<file path="config.mk">
export PLATFORM = sky130hd
export DESIGN_NAME = roll_button_conditioner
export DESIGN_NICKNAME = d
export VERILOG_FILES = /design/src/rtl/roll_button_conditioner.sv
export SDC_FILE = /design/constraint.sdc
export NUM_CORES = 1
export LEC_CHECK = 0
export BUFFER_PORTS_ARGS = -buffer_cell sky130_fd_sc_hd__buf_2
export CORE_MARGIN = 2
export CORE_UTILIZATION = 38
export CTS_CLUSTER_DIAMETER = 60
export CTS_CLUSTER_SIZE = 12
export DETAILED_ROUTE_END_ITERATION = 8
export RECOVER_POWER = 100
export SLEW_MARGIN = 10
export SYNTH_ARGS = -nofsm -noshare
export SYNTH_HDL_FRONTEND = slang
export SYNTH_SLANG_ARGS = --single-unit
</file>
<file path="constraint.sdc">
create_clock -name clk -period 2.3 [get_ports clk]
set_clock_uncertainty 0.2 [all_clocks]
set_input_delay 0 -clock clk [delete_from_list [all_inputs] [get_ports clk]]
set_output_delay 0 -clock clk [all_outputs]
set_load 0.005 [all_outputs]
</file>
<file path="src/rtl/roll_button_conditioner.sv">
// roll_button_conditioner
//   Turns the raw, bouncy "roll" pushbutton into exactly one clean 1-cycle roll
//   strobe per press. The button is synchronised and debounced first. A lockout
//   period after each release ignores rapid re-presses. The block also keeps a
//   running count of the strobes it has issued.
//
// Ports
//   clk        in   system clock, all logic on posedge
//   reset      in   asynchronous active-high reset, clears all state
//   btn_raw    in   raw pushbutton (asynchronous to clk), 1 = pressed
//   enable     in   roll permission; 0 suppresses new roll strobes
//   roll       out  registered 1-cycle roll strobe to the dice roller
//   btn_level  out  debounced button level
//   busy       out  1 while the FSM is in PRESSED or LOCKOUT
//   roll_count out  number of strobes issued, modulo 2^CNT_W
//
// Configuration
//   ROLL_AUTOREPEAT_EN  when defined, a held button re-rolls every REPEAT_CYCLES
//                       cycles. When undefined, each press gives exactly one roll
//                       and REPEAT_CYCLES is unused.
module roll_button_conditioner #(
  parameter int unsigned DEBOUNCE_CYCLES = 16,
  parameter int unsigned LOCKOUT_CYCLES  = 8,
  parameter int unsigned REPEAT_CYCLES   = 64,
  parameter int unsigned CNT_W           = 8
) (
  input  logic             clk,
  input  logic             reset,
  input  logic             btn_raw,
  input  logic             enable,
  output logic             roll,
  output logic             btn_level,
  output logic             busy,
  output logic [CNT_W-1:0] roll_count
);

  localparam int unsigned DbW = $clog2(DEBOUNCE_CYCLES);
  localparam int unsigned LkW = $clog2(LOCKOUT_CYCLES + 1);
  localparam logic [DbW-1:0] DbLast = DbW'(DEBOUNCE_CYCLES - 1);
  localparam logic [LkW-1:0] LkLoad = LkW'(LOCKOUT_CYCLES);

  // Elaboration-time guard on the parameter ranges.
  if (DEBOUNCE_CYCLES < 2 || LOCKOUT_CYCLES < 1 || REPEAT_CYCLES < 2 || CNT_W < 1)
  begin : g_param_check
    $error("roll_button_conditioner: parameter out of range");
  end

  typedef enum logic [1:0] {StIdle, StPressed, StLockout} state_e;

  logic             s1_q, s2_q;
  logic [DbW-1:0]   db_cnt_d, db_cnt_q;
  logic             btn_level_d, btn_level_q;
  state_e           state_d, state_q;
  logic [LkW-1:0]   lk_cnt_d, lk_cnt_q;
  logic             roll_d, roll_q;
  logic             busy_d, busy_q;
  logic [CNT_W-1:0] roll_count_d, roll_count_q;

`ifdef ROLL_AUTOREPEAT_EN
  localparam int unsigned RpW = $clog2(REPEAT_CYCLES);
  localparam logic [RpW-1:0] RpLast = RpW'(REPEAT_CYCLES - 1);
  logic [RpW-1:0] rp_cnt_d, rp_cnt_q;
`endif

  // Two-flop synchroniser for the asynchronous button.
  always_ff @(posedge clk or posedge reset) begin
    if (reset) begin
      s1_q <= 1'b0;
      s2_q <= 1'b0;
    end else begin
      s1_q <= btn_raw;
      s2_q <= s1_q;
    end
  end

  // Debounce: btn_level follows s2 only after DEBOUNCE_CYCLES consecutive
  // disagreeing samples; any agreeing sample restarts the count.
  always_comb begin
    db_cnt_d    = db_cnt_q;
    btn_level_d = btn_level_q;
    if (s2_q == btn_level_q) begin
      db_cnt_d = '0;
    end else if (db_cnt_q == DbLast) begin
      btn_level_d = s2_q;
      db_cnt_d    = '0;
    end else begin
      db_cnt_d = db_cnt_q + 1'b1;
    end
  end

  // Press FSM. A roll needs IDLE, so a press that matures during LOCKOUT parks
  // in PRESSED and has to be released and pressed again.
  always_comb begin
    state_d      = state_q;
    lk_cnt_d     = lk_cnt_q;
    roll_d       = 1'b0;
    roll_count_d = roll_count_q;
`ifdef ROLL_AUTOREPEAT_EN
    // Held at zero outside PRESSED, so it is already clear on PRESSED entry.
    rp_cnt_d     = '0;
`endif
    unique case (state_q)
      StIdle: begin
        if (btn_level_q) begin
          state_d = StPressed;
          if (enable) begin
            roll_d       = 1'b1;
            roll_count_d = roll_count_q + 1'b1;
          end
        end
      end
      StPressed: begin
        if (!btn_level_q) begin
          lk_cnt_d = LkLoad;
          state_d  = StLockout;
        end
`ifdef ROLL_AUTOREPEAT_EN
        else if (rp_cnt_q == RpLast) begin
          rp_cnt_d = '0;
          if (enable) begin
            roll_d       = 1'b1;
            roll_count_d = roll_count_q + 1'b1;
          end
        end else begin
          rp_cnt_d = rp_cnt_q + 1'b1;
        end
`endif
      end
      StLockout: begin
        if (lk_cnt_q == LkW'(1)) begin
          state_d = btn_level_q ? StPressed : StIdle;
        end else begin
          lk_cnt_d = lk_cnt_q - 1'b1;
        end
      end
      default: state_d = StIdle;
    endcase
    // Registered from next state so busy rises in the same cycle as roll.
    busy_d = (state_d != StIdle);
  end

  always_ff @(posedge clk or posedge reset) begin
    if (reset) begin
      db_cnt_q     <= '0;
      btn_level_q  <= 1'b0;
      state_q      <= StIdle;
      lk_cnt_q     <= '0;
      roll_q       <= 1'b0;
      busy_q       <= 1'b0;
      roll_count_q <= '0;
    end else begin
      db_cnt_q     <= db_cnt_d;
      btn_level_q  <= btn_level_d;
      state_q      <= state_d;
      lk_cnt_q     <= lk_cnt_d;
      roll_q       <= roll_d;
      busy_q       <= busy_d;
      roll_count_q <= roll_count_d;
    end
  end

`ifdef ROLL_AUTOREPEAT_EN
  always_ff @(posedge clk or posedge reset) begin
    if (reset) begin
      rp_cnt_q <= '0;
    end else begin
      rp_cnt_q <= rp_cnt_d;
    end
  end
`endif

  assign roll       = roll_q;
  assign btn_level  = btn_level_q;
  assign busy       = busy_q;
  assign roll_count = roll_count_q;

endmodule

</file>
==> metrics.md, run 1 <==
| Metric | Value |
|---|---|
| Outcome | finished, violations left |
| Violated checks | negative hold slack |
| # diodes | 0 |
| DRC | 0 |
| Initial drt markers | 8 |
| Power consumption | 783 uW |
| Setup TNS after final layout | 0 ns |
| Post-route ant nets | 0 |
| Worst-margin pin slew | between 0.8 and 0.9 ns |
| Gr usage total | between 10 and 15% |
| Nets | around 120 |
| Yosys Warn Count | 0 |
| Clock-pin slew on the worst setup and hold paths | around 0.12 ns |
| GR Overflow Total | 0 |
| R2r endpoint | lk_cnt_q[1] |
| Routed len/inst | 12.6 microns |
| Avg Inst Size Synth | 11.5 sq um |
| Largest net degree at the start of global routing | 24 |
| I/O pins | 15 |
| Max-slew violation count | 0 |
| Hold path depth | 3 |
| FF+latch count, synth | 23 |
| Die area | approximately 3200 sq um |
| Post-synthesis cell type count | 35 |
| Min Hold Slack | -0.0487 ns |
| Max Cap Viol | 0 |
| Antenna violations before repair | 0 |
| Post-CTS Repair Setup Buffers | 0 |
| Min Tclk post-route | 1.86 ns |
| H-Tree Level Count | 1 |
| Crit path required time | 2.31 ns |
| Most frequent cells in the layout | dfrtp_1 (23), buf_2 (11), nand2_1 (8), xnor2_1 (6), inv_1 (5) |
| Fin crit share | between 80% and 90% |
| R2R Setup Slk | between 0.4 and 0.5 ns |
| Via count | around 700 |
| Setup CP Type | register to register |
| EDFF count, synth | 0 |
| RSZ-0062 raised after global routing | no |
| Leakage power figure | approximately 0.00059 uW |
| Core ar. | approximately 2700 sq um |
| Fraction of layout cells with a size suffix above 1 | roughly 15% |
| HP Start | enable |
| Seq/Total Area, Yosys | 54.6% |
| CTS Buf Count | 3 |
| Highest Clock Rate | roughly 0.54 GHz |
| Crit path depth | 5 |
| Vias per Instance | around 5.0 |
| Setup violators final | 0 |
| Post-Syn Area | approximately 1100 sq um |
| CP Launch Type | register |
| HPWL Detailed | approximately 1.3 mm |
| Setup crit end kind | register |
| Area growth, synth to finish | 10.9% |
| Port Buffers | 14 |
| Global-route wire length before repair | 3.19 mm |
| Routed WL | 1.76 mm |
| FF-to-FF path depth | 5 |
| Worst Path Arrival | approximately 1.9 ns |
| Commonest non-fill, non-tap cell in the layout | dfrtp_1 |
| P per Cell Area | 669 nW/um^2 |
| Slowest-stage cell, CP | nor3b_1 |
| Vias in the first global route | between 600 and 700 |
| Die Wd | about 57 microns |
| HP Class | input port to register |
| Max clock buf depth | 2 |
| Clk sinks | 23 |
| Initial Util | roughly two fifths |
| Syn Inst Count | approximately 90 |
| Worst Hold Path EP | roll_count[0] |
| FFs w/ async S/R, synth | between 90% and 100% |
| Worst vdd ir | ~0.37 mV |
| Main flop type after synthesis | dfrtp_1 |
| WP buf/inv | 1 |
| Num rows | 19 |
| DR pass1 iterations | 4 |
| Die Ht | roughly 57 microns |
| Mapped Nets | 100 |
| Crit Path Max Fanout | 4 |
| Clk_lat worst skew | between 0.3 and 0.4 ns |
| Clock Tree Root | clkbuf_4 |
| Worst path top cell family by delay | simple AND/OR/NAND/NOR gates |
| Crit-path cells | inv_1 > ha_1 > nor3b_1 > nor2_1 > a311oi_1 |
| Slew headroom | 44.2% |
| R2R Path Start | lk_cnt_q[1] |
| Final Hold Vio Count | 2 |
| Final Wtd Congestion | about 0.76 |
| Largest stage delay, worst path | roughly 0.44 ns |
| TritonCTS clock tree | yes |
## worst register-to-register path, cell delays in order (launching register included)
cell,delay [ns]
dfrtp_1,0.42
inv_1,0.10
ha_1,0.19
nor3b_1,0.44
nor2_1,0.12
a311oi_1,0.31
## flip-flops by register name, indices dropped and copies added (netlist names)
register and flops:
roll 1, db_cnt_q 4, s1_q 1, state_q 2
s2_q 1, roll_count 8, lk_cnt_q 4, busy 1
btn_level 1
## worst max path at each step
stage / from / endpoint / slack (ns)
floorplan: lk_cnt_q[1] / state_q[0] / 0.82
global placement: state_q[1] / roll_count[4] / 0.58
detailed placement: state_q[1] / roll_count[4] / 0.50
CTS: state_q[1] / roll_count[4] / 0.47
global route: lk_cnt_q[1] / lk_cnt_q[1] / 0.25
finish: lk_cnt_q[1] / lk_cnt_q[1] / 0.44
## final cells by class
cell class                      instances  area [sq um]
Inverter                                5          18.8
Multi-Input combinational cell         61           424
Tap cell                               31          38.8
Sequential cell                        23           576
Clock buffer                            4          26.3
Timing Repair Buffer                   16          86.3
Fill cell                             277          1520
## cells by family after synthesis
kind of cell / count (synthesis) / share of synthesized area (%)
xor+xnor: 9 / 7.47
mux: 2 / 2.02
buf+inv: 8 / 3.32
compound gates: 15 / 9.37
simple gates: 31 / 18.5
flops: 23 / 54.6
fa+ha+maj: 4 / 4.75
## repair_timing
action / 4_1_cts / 5_1_grt
endpoints found under the hold margin: 24 / 0
hold buffers: 2 / 0
gates resized for setup: 0 / 0
## power breakdown
| part | switching, uW | internal (uW) | total [uW] |
|---|---|---|---|
| Sequential | 34.4 | 436 | 471 |
| Combinational | 65.0 | 63.3 | 128 |
| Clock | 116 | 67.7 | 184 |
## stage by stage
stage               utilization, %  setup WS (ns)  instances  area, sq um  hold slack (ns)
finish                        43.5          0.436        140         1170          -0.0487
global placement              42.7          0.584        134         1150          -0.0918
floorplan                        -          0.819         92         1050           -0.198
detailed placement            42.7          0.497        134         1150          -0.0874
global route                  43.5          0.254        140         1170         -0.00657
CTS                           44.4          0.474        140         1190          0.00999
## cell usage after synthesis, types with 2 or more instances
| cell type | instances | area, sq um |
|---|---|---|
| o21ai_0 | 4 | 20.0 |
| inv_1 | 5 | 18.8 |
| nand3_1 | 2 | 10.0 |
| ha_1 | 4 | 50.1 |
| nor2b_1 | 2 | 12.5 |
| xor2_1 | 3 | 26.3 |
| xnor2_1 | 6 | 52.6 |
| nor3_1 | 2 | 10.0 |
| nand2_1 | 8 | 30.0 |
| nor2_1 | 4 | 15.0 |
| dfrtp_1 | 23 | 576 |
| nand4_1 | 2 | 12.5 |
| a21oi_1 | 3 | 15.0 |
| a21o_1 | 2 | 15.0 |
| nor3b_1 | 2 | 15.0 |
## metal layers
| metal | global-route usage (%) | wire, microns | up-vias |
|---|---|---|---|
| met3 | 4.84 | 88 | 2 |
| met4 | 4.08 | 14 | 0 |
| met1 | 17.9 | 854 | 336 |
| met5 | 0 | 0 | - |
| li1 | - | - | 353 |
| met2 | 18.9 | 801 | 15 |
Power figures use the tool's default switching activity.
==> run 2: changes to the inputs <==
==> constraint.sdc (replaced) <==
create_clock -name clk -period 1.6 [get_ports clk]
set_clock_uncertainty 0.2 [all_clocks]
set_input_delay 0 -clock clk [delete_from_list [all_inputs] [get_ports clk]]
set_output_delay 0 -clock clk [all_outputs]
set_load 0.005 [all_outputs]
==> metrics.md, run 2 (synthesis results as in run 1) <==
| Metric | Value |
|---|---|
| Outcome | finished clean |
| Gr usage total | 13.1% (+0.084 points) |
| Clock Tree Root | clkbuf_4 |
| Commonest non-fill, non-tap cell in the layout | dfrtp_1 |
| Die Ht | 56.7 microns (unchanged) |
| TritonCTS clock tree | yes |
| Clk_lat worst skew | 0.31 ns (about the same) |
| Clock-pin slew on the worst setup and hold paths | 0.12 ns (about the same) |
| Vias per Instance | 4.96 (-1.7%) |
| Die Wd | 56.7 microns (unchanged) |
| Nets | 126 (+6.8%) |
| Max-slew violation count | 0 (unchanged) |
| P per Cell Area | 942 nW/um^2 (+41%) |
| Routed len/inst | 12.5 microns (-0.24%) |
| HPWL Detailed | 1.29 mm (-1.7%) |
| Int Pwr | 857 uW (+51%) |
| Routed WL | 1.85 mm (+5.5%) |
| Setup crit end kind | register |
| Via count | 734 (+4.0%) |
| Num rows | 19 (unchanged) |
| Post-route cell area | 1270 sq um (+8.8%) |
| Psw | 342 uW (+59%) |
| Global-route wire length before repair | 3.34 mm (+4.8%) |
| Antenna violations before repair | 0 (unchanged) |
| Crit Path Max Fanout | 3 (-1) |
| Comb pwr share | 20.5% (+4.1 points) |
| Largest register FFs | 8 (unchanged) |
| Switching part of the total | 28.5% (+0.97 points) |
| Initial drt markers | 11 (+3) |
| Worst vdd ir | 0.659 mV (+79%) |
| DRC | 0 (unchanged) |
| Slew headroom | 62.9% (+19 points) |
| CTS Buf Count | 3 (unchanged) |
| Max Cap Viol | 0 (unchanged) |
| GR Overflow Total | 0 (unchanged) |
| HP Class | input port to register |
| # diodes | 0 (unchanged) |
| Final Hold Vio Count | 0 (-2) |
| Area growth, synth to finish | 20.6% |
| Worst-margin pin slew | 0.557 ns (-0.280 ns) |
| Part of the power in registers | 57.4% (-2.7 points) |
| Clock power share | 22.1% (-1.4 points) |
| Clk sinks | 23 (unchanged) |
| Highest Clock Rate | 0.643 GHz (+20%) |
| CP Launch Type | register |
| Setup CP Type | register to register |
| Core ar. | 2690 sq um (unchanged) |
| Worst Path Arrival | 1.61 ns (-0.27 ns) |
| Max clock buf depth | 2 (unchanged) |
| Fraction of layout cells with a size suffix above 1 | 23.1% (+8.4 points) |
| Leakage power figure | 0.000636 uW (+8.3%) |
| Post-route ant nets | 0 (unchanged) |
| Setup violators final | 0 (unchanged) |
| H-Tree Level Count | 1 (unchanged) |
| Die area | 3210 sq um (unchanged) |
| Port Buffers | 14 (unchanged) |
| DR pass1 iterations | 6 (+2) |
| Min Tclk post-route | 1.55 ns (-0.310 ns) |
| Placed cell areas | 1190 sq um (+3.9%) |
| Vias in the first global route | 727 (+4.2%) |
| Fin crit share | 97.1% (+16 points) |
| Initial Util | 39.3% (unchanged) |
| Worst slack at placement | 0.0204 ns (-0.477 ns) |
| Final WS setup | 0.0457 ns (-0.390 ns) |
| Most frequent cells in the layout | dfrtp_1 (23), buf_2 (9), nand2_1 (8), clkbuf_1 (7), xnor2_1 (6) |
| Largest net degree at the start of global routing | 24 (unchanged) |
| Crit path required time | 1.66 ns (-0.65 ns) |
| Final Wtd Congestion | 0.732 (-3.4%) |
| I/O pins | 15 (unchanged) |
-- run 2: changes by cell type in the layout (fill, tap and decap cells not counted), moves of 2 or more --
cell	before	now
inv_2	0	2
buf_4	0	4
buf_2	11	9
inv_1	5	3
clkbuf_1	4	7
-- run 2: power groups by stage --
stage	combinational (uW)	clock, uW	sequential [uW]
detailed placement	204	0	687
CTS	218	286	683
global placement	198	0	685
floorplan	150	0	678
global route	279	302	695
finish	245	265	689
-- run 2: timing repair --
item	CTS	global route
resized for setup	1	8
setup endpoints to repair	1	8
buffers inserted	0	1
hold buffers	3	0
hold endpoints to repair	27	0
pin swaps	0	1
cloned	0	0
-- run 2: worst paths after layout --
path / endpoint / cells after the start / startpoint / slack [ns]
worst max-delay path: state_q[0] / 5 / lk_cnt_q[1] / 0.05
worst min-delay path: s1_q / 2 / btn_raw / 0.13
worst max register to register: state_q[0] / 5 / lk_cnt_q[1] / 0.05
worst min register to register: s2_q / 0 / s1_q / 0.16
max in group asynchronous: roll / 4 / reset / 0.67
min in group asynchronous: db_cnt_q[1] / 4 / reset / 0.16
-- run 2: through the flow --
step	utilization (%)	setup TNS, ns	instances	hold WS, ns	total power (uW)
2_1_floorplan	-	0	92	-0.198	828
3_3_place_gp	44.4	0	140	-0.144	883
3_5_place_dp	44.4	0	140	-0.142	891
4_1_cts	46.7	-0.00737	147	0.0471	1190
5_1_grt	47.4	-0.0143	148	0.112	1280
6_report	47.4	0	148	0.126	1200
-- run 2: area by class of cell --
type	instances	area [sq um]
flip-flops and latches	23	576
multi-input cells	61	469
repair buffers	24	144
well taps	31	38.8
inverters	5	18.8
fillers	259	1410
clock buffers	4	26.3
-- run 2: worst max-delay path, stage by stage, from the launching register on --
cell and delay (ns):
dfrtp_1 0.43, inv_2 0.10, ha_4 0.14, or3b_4 0.38
o21ai_2 0.11, and2_2 0.15
-- run 2: routing by layer --
| layer | part of all wire (%) | global-route usage [%] | wire length [microns] |
|---|---|---|---|
| met3 | 4.6 | 4.84 | 85 |
| met4 | 0 | 2.04 | 0 |
| met5 | 0 | 0 | 0 |
| met2 | 44 | 18.4 | 822 |
| met1 | 51 | 19.4 | 946 |
==> run 3: changes to the inputs <==
==> constraint.sdc (replaced) <==
create_clock -name clk -period 1.91 [get_ports clk]
set_clock_uncertainty 0.2 [all_clocks]
set_input_delay 0 -clock clk [delete_from_list [all_inputs] [get_ports clk]]
set_output_delay 0 -clock clk [all_outputs]
set_load 0.005 [all_outputs]
==> metrics.md, run 3 (synthesis results as in run 1) <==
| Metric | Value |
|---|---|
| Die area | 3210 sq um (unchanged) |
| Port Buffers | 14 (unchanged) |
| Die Ht | 56.7 microns (unchanged) |
| P per Cell Area | 788 nW/um^2 (-16%) |
| Routed WL | 1.72 mm (-7.3%) |
| Commonest non-fill, non-tap cell in the layout | dfrtp_1 |
| Crit path required time | 1.95 ns (+0.29 ns) |
| Setup crit end kind | register |
| Vias in the first global route | 681 (-6.3%) |
| Antenna violations before repair | 0 (unchanged) |
| Leakage power figure | 0.000609 uW (-4.2%) |
| Worst-margin pin slew | 1.21 ns (+0.648 ns) |
| Worst Path Arrival | 1.70 ns (+0.09 ns) |
| Highest Clock Rate | 0.603 GHz (-6.2%) |
| Fill cells | 264 (+1.9%) |
| Crit Path Max Fanout | 7 (+4) |
| HPWL Detailed | 1.27 mm (-1.5%) |
| Launch point of the worst path | btn_level |
| GR Overflow Total | 0 (unchanged) |
| Clock-pin slew on the worst setup and hold paths | 0.12 ns (about the same) |
| Setup violators final | 0 (unchanged) |
| Power consumption | 949 uW (-21%) |
| DRC | 0 (unchanged) |
| Via count | 731 (-0.41%) |
| Die Wd | 56.7 microns (unchanged) |
| Largest register FFs | 8 (unchanged) |
| Crit path to | roll_count[7] |
| DR pass1 iterations | 4 (-2) |
| Initial drt markers | 10 (-1) |
| Clk_lat worst skew | 0.31 ns (about the same) |
| R2R Setup Slk | 0.25 ns (+0.21 ns) |
| Multi-input gate area | 444 sq um (-5.3%) |
| Util after Layout | 44.8% (-2.6 points) |
| Largest net degree at the start of global routing | 24 (unchanged) |
| CTS Buf Count | 3 (unchanged) |
| Num rows | 19 (unchanged) |
| Fin crit share | 86.8% (-10 points) |
| CP Launch Type | register |
| Nets | 121 (-4.0%) |
| Final Hold Vio Count | 1 (+1) |
| Post-route cell area | 1200 sq um (-5.4%) |
| RSZ-0062 raised after global routing | no |
| H-Tree Level Count | 1 (unchanged) |
| Area growth, synth to finish | 14.1% |
| Clock Tree Root | clkbuf_4 |
| HP Class | input port to register |
| Max-slew violation count | 0 (unchanged) |
| Gr usage total | 12.7% (-0.37 points) |
| Routed len/inst | 12.0 microns (-4.0%) |
| Fraction of layout cells with a size suffix above 1 | 16.1% (-7.0 points) |
| TritonCTS clock tree | yes |
| Outcome | finished, violations left |
| FF-to-FF path depth | 3 (-2) |
| Post-route ant nets | 0 (unchanged) |
| Max Cap Viol | 0 (unchanged) |
| Final Wtd Congestion | 0.719 (-1.7%) |
| Most frequent cells in the layout | dfrtp_1 (23), buf_2 (9), nand2_1 (8), clkbuf_1 (7), xnor2_1 (6) |
| Max clock buf depth | 2 (unchanged) |
| # diodes | 0 (unchanged) |
| R2R Path Start | btn_level |
| Core ar. | 2690 sq um (unchanged) |
| Clk sinks | 23 (unchanged) |
| Setup CP Type | register to register |
| Vias per Instance | 5.11 (+3.1%) |
| Slew headroom | 19.7% (-43 points) |
| Min Hold Slack | -0.000936 ns (-0.127 ns) |
| Placed cell areas | 1170 sq um (-1.9%) |
| Worst vdd ir | 0.486 mV (-26%) |
| Initial Util | 39.3% (unchanged) |
| Min Tclk post-route | 1.66 ns (+0.103 ns) |
| I/O pins | 15 (unchanged) |
| Placed cell count | 137 (-2.1%) |
| Global-route wire length before repair | 3.11 mm (-7.0%) |
| Reg area | 576 sq um (unchanged) |
| Violated checks | negative hold slack |
| R2r endpoint | roll_count[7] |
| Setup TNS after final layout | 0 ns (unchanged) |
| Non-filler cells, final | 143 (-3.4%) |
-- run 3: report_power, final --
group          internal, uW  switching (uW)
Clock                  78.3             146
Sequential              525            43.5
Combinational          78.5            77.6
Total                   682             267
-- run 3: what timing repair did --
| action | CTS | global route |
|---|---|---|
| resized for setup | 0 | 0 |
| hold endpoints to repair | 24 | 0 |
| setup buffers | 0 | 0 |
| hold buffers | 2 | 0 |
-- run 3: routing by layer --
metal	share of wire (%)	wire length [microns]	vias up	GRT usage, %
li1	-	-	363	-
met1	48	830	351	18.0
met2	46	785	15	17.8
met3	4.5	77	2	2.76
met4	1.4	24	0	7.14
met5	0	0	-	0
-- run 3: how the worst min path moves through the flow --
| stage | startpoint | endpoint | slack (ns) | depth (start not counted) |
|---|---|---|---|---|
| floorplan | reset | btn_level | -0.20 | 1 |
| global placement | reset | s2_q | -0.15 | 3 |
| detailed placement | reset | db_cnt_q[1] | -0.14 | 3 |
| CTS | enable | roll_count[0] | 0.003 | 3 |
| global route | enable | roll_count[0] | 0.04 | 3 |
| finish | enable | roll_count[0] | -0.0009 | 3 |
-- run 3: through the flow --
step | setup WS [ns] | hold WS (ns)
after floorplan | 0.429 | -0.198
after global placement | 0.245 | -0.147
after detailed placement | 0.246 | -0.144
after CTS | 0.222 | 0.00320
after global routing | 0.0715 | 0.0394
final | 0.253 | -0.000936
-- run 3: critical path, stage by stage (launching register included) --
cell and delay [ns]:
dfrtp_1 0.47, nand4bb_1 0.36, nor4_4 0.37, xor2_1 0.18
-- run 3: area by class of cell --
type	instances	share of cell area (%)
multi-input cells	61	36.9
clock inverters	1	0.416
inverters	5	1.56
well taps	31	3.22
clock buffers	3	1.87
repair buffers	19	8.21
flip-flops and latches	23	47.8
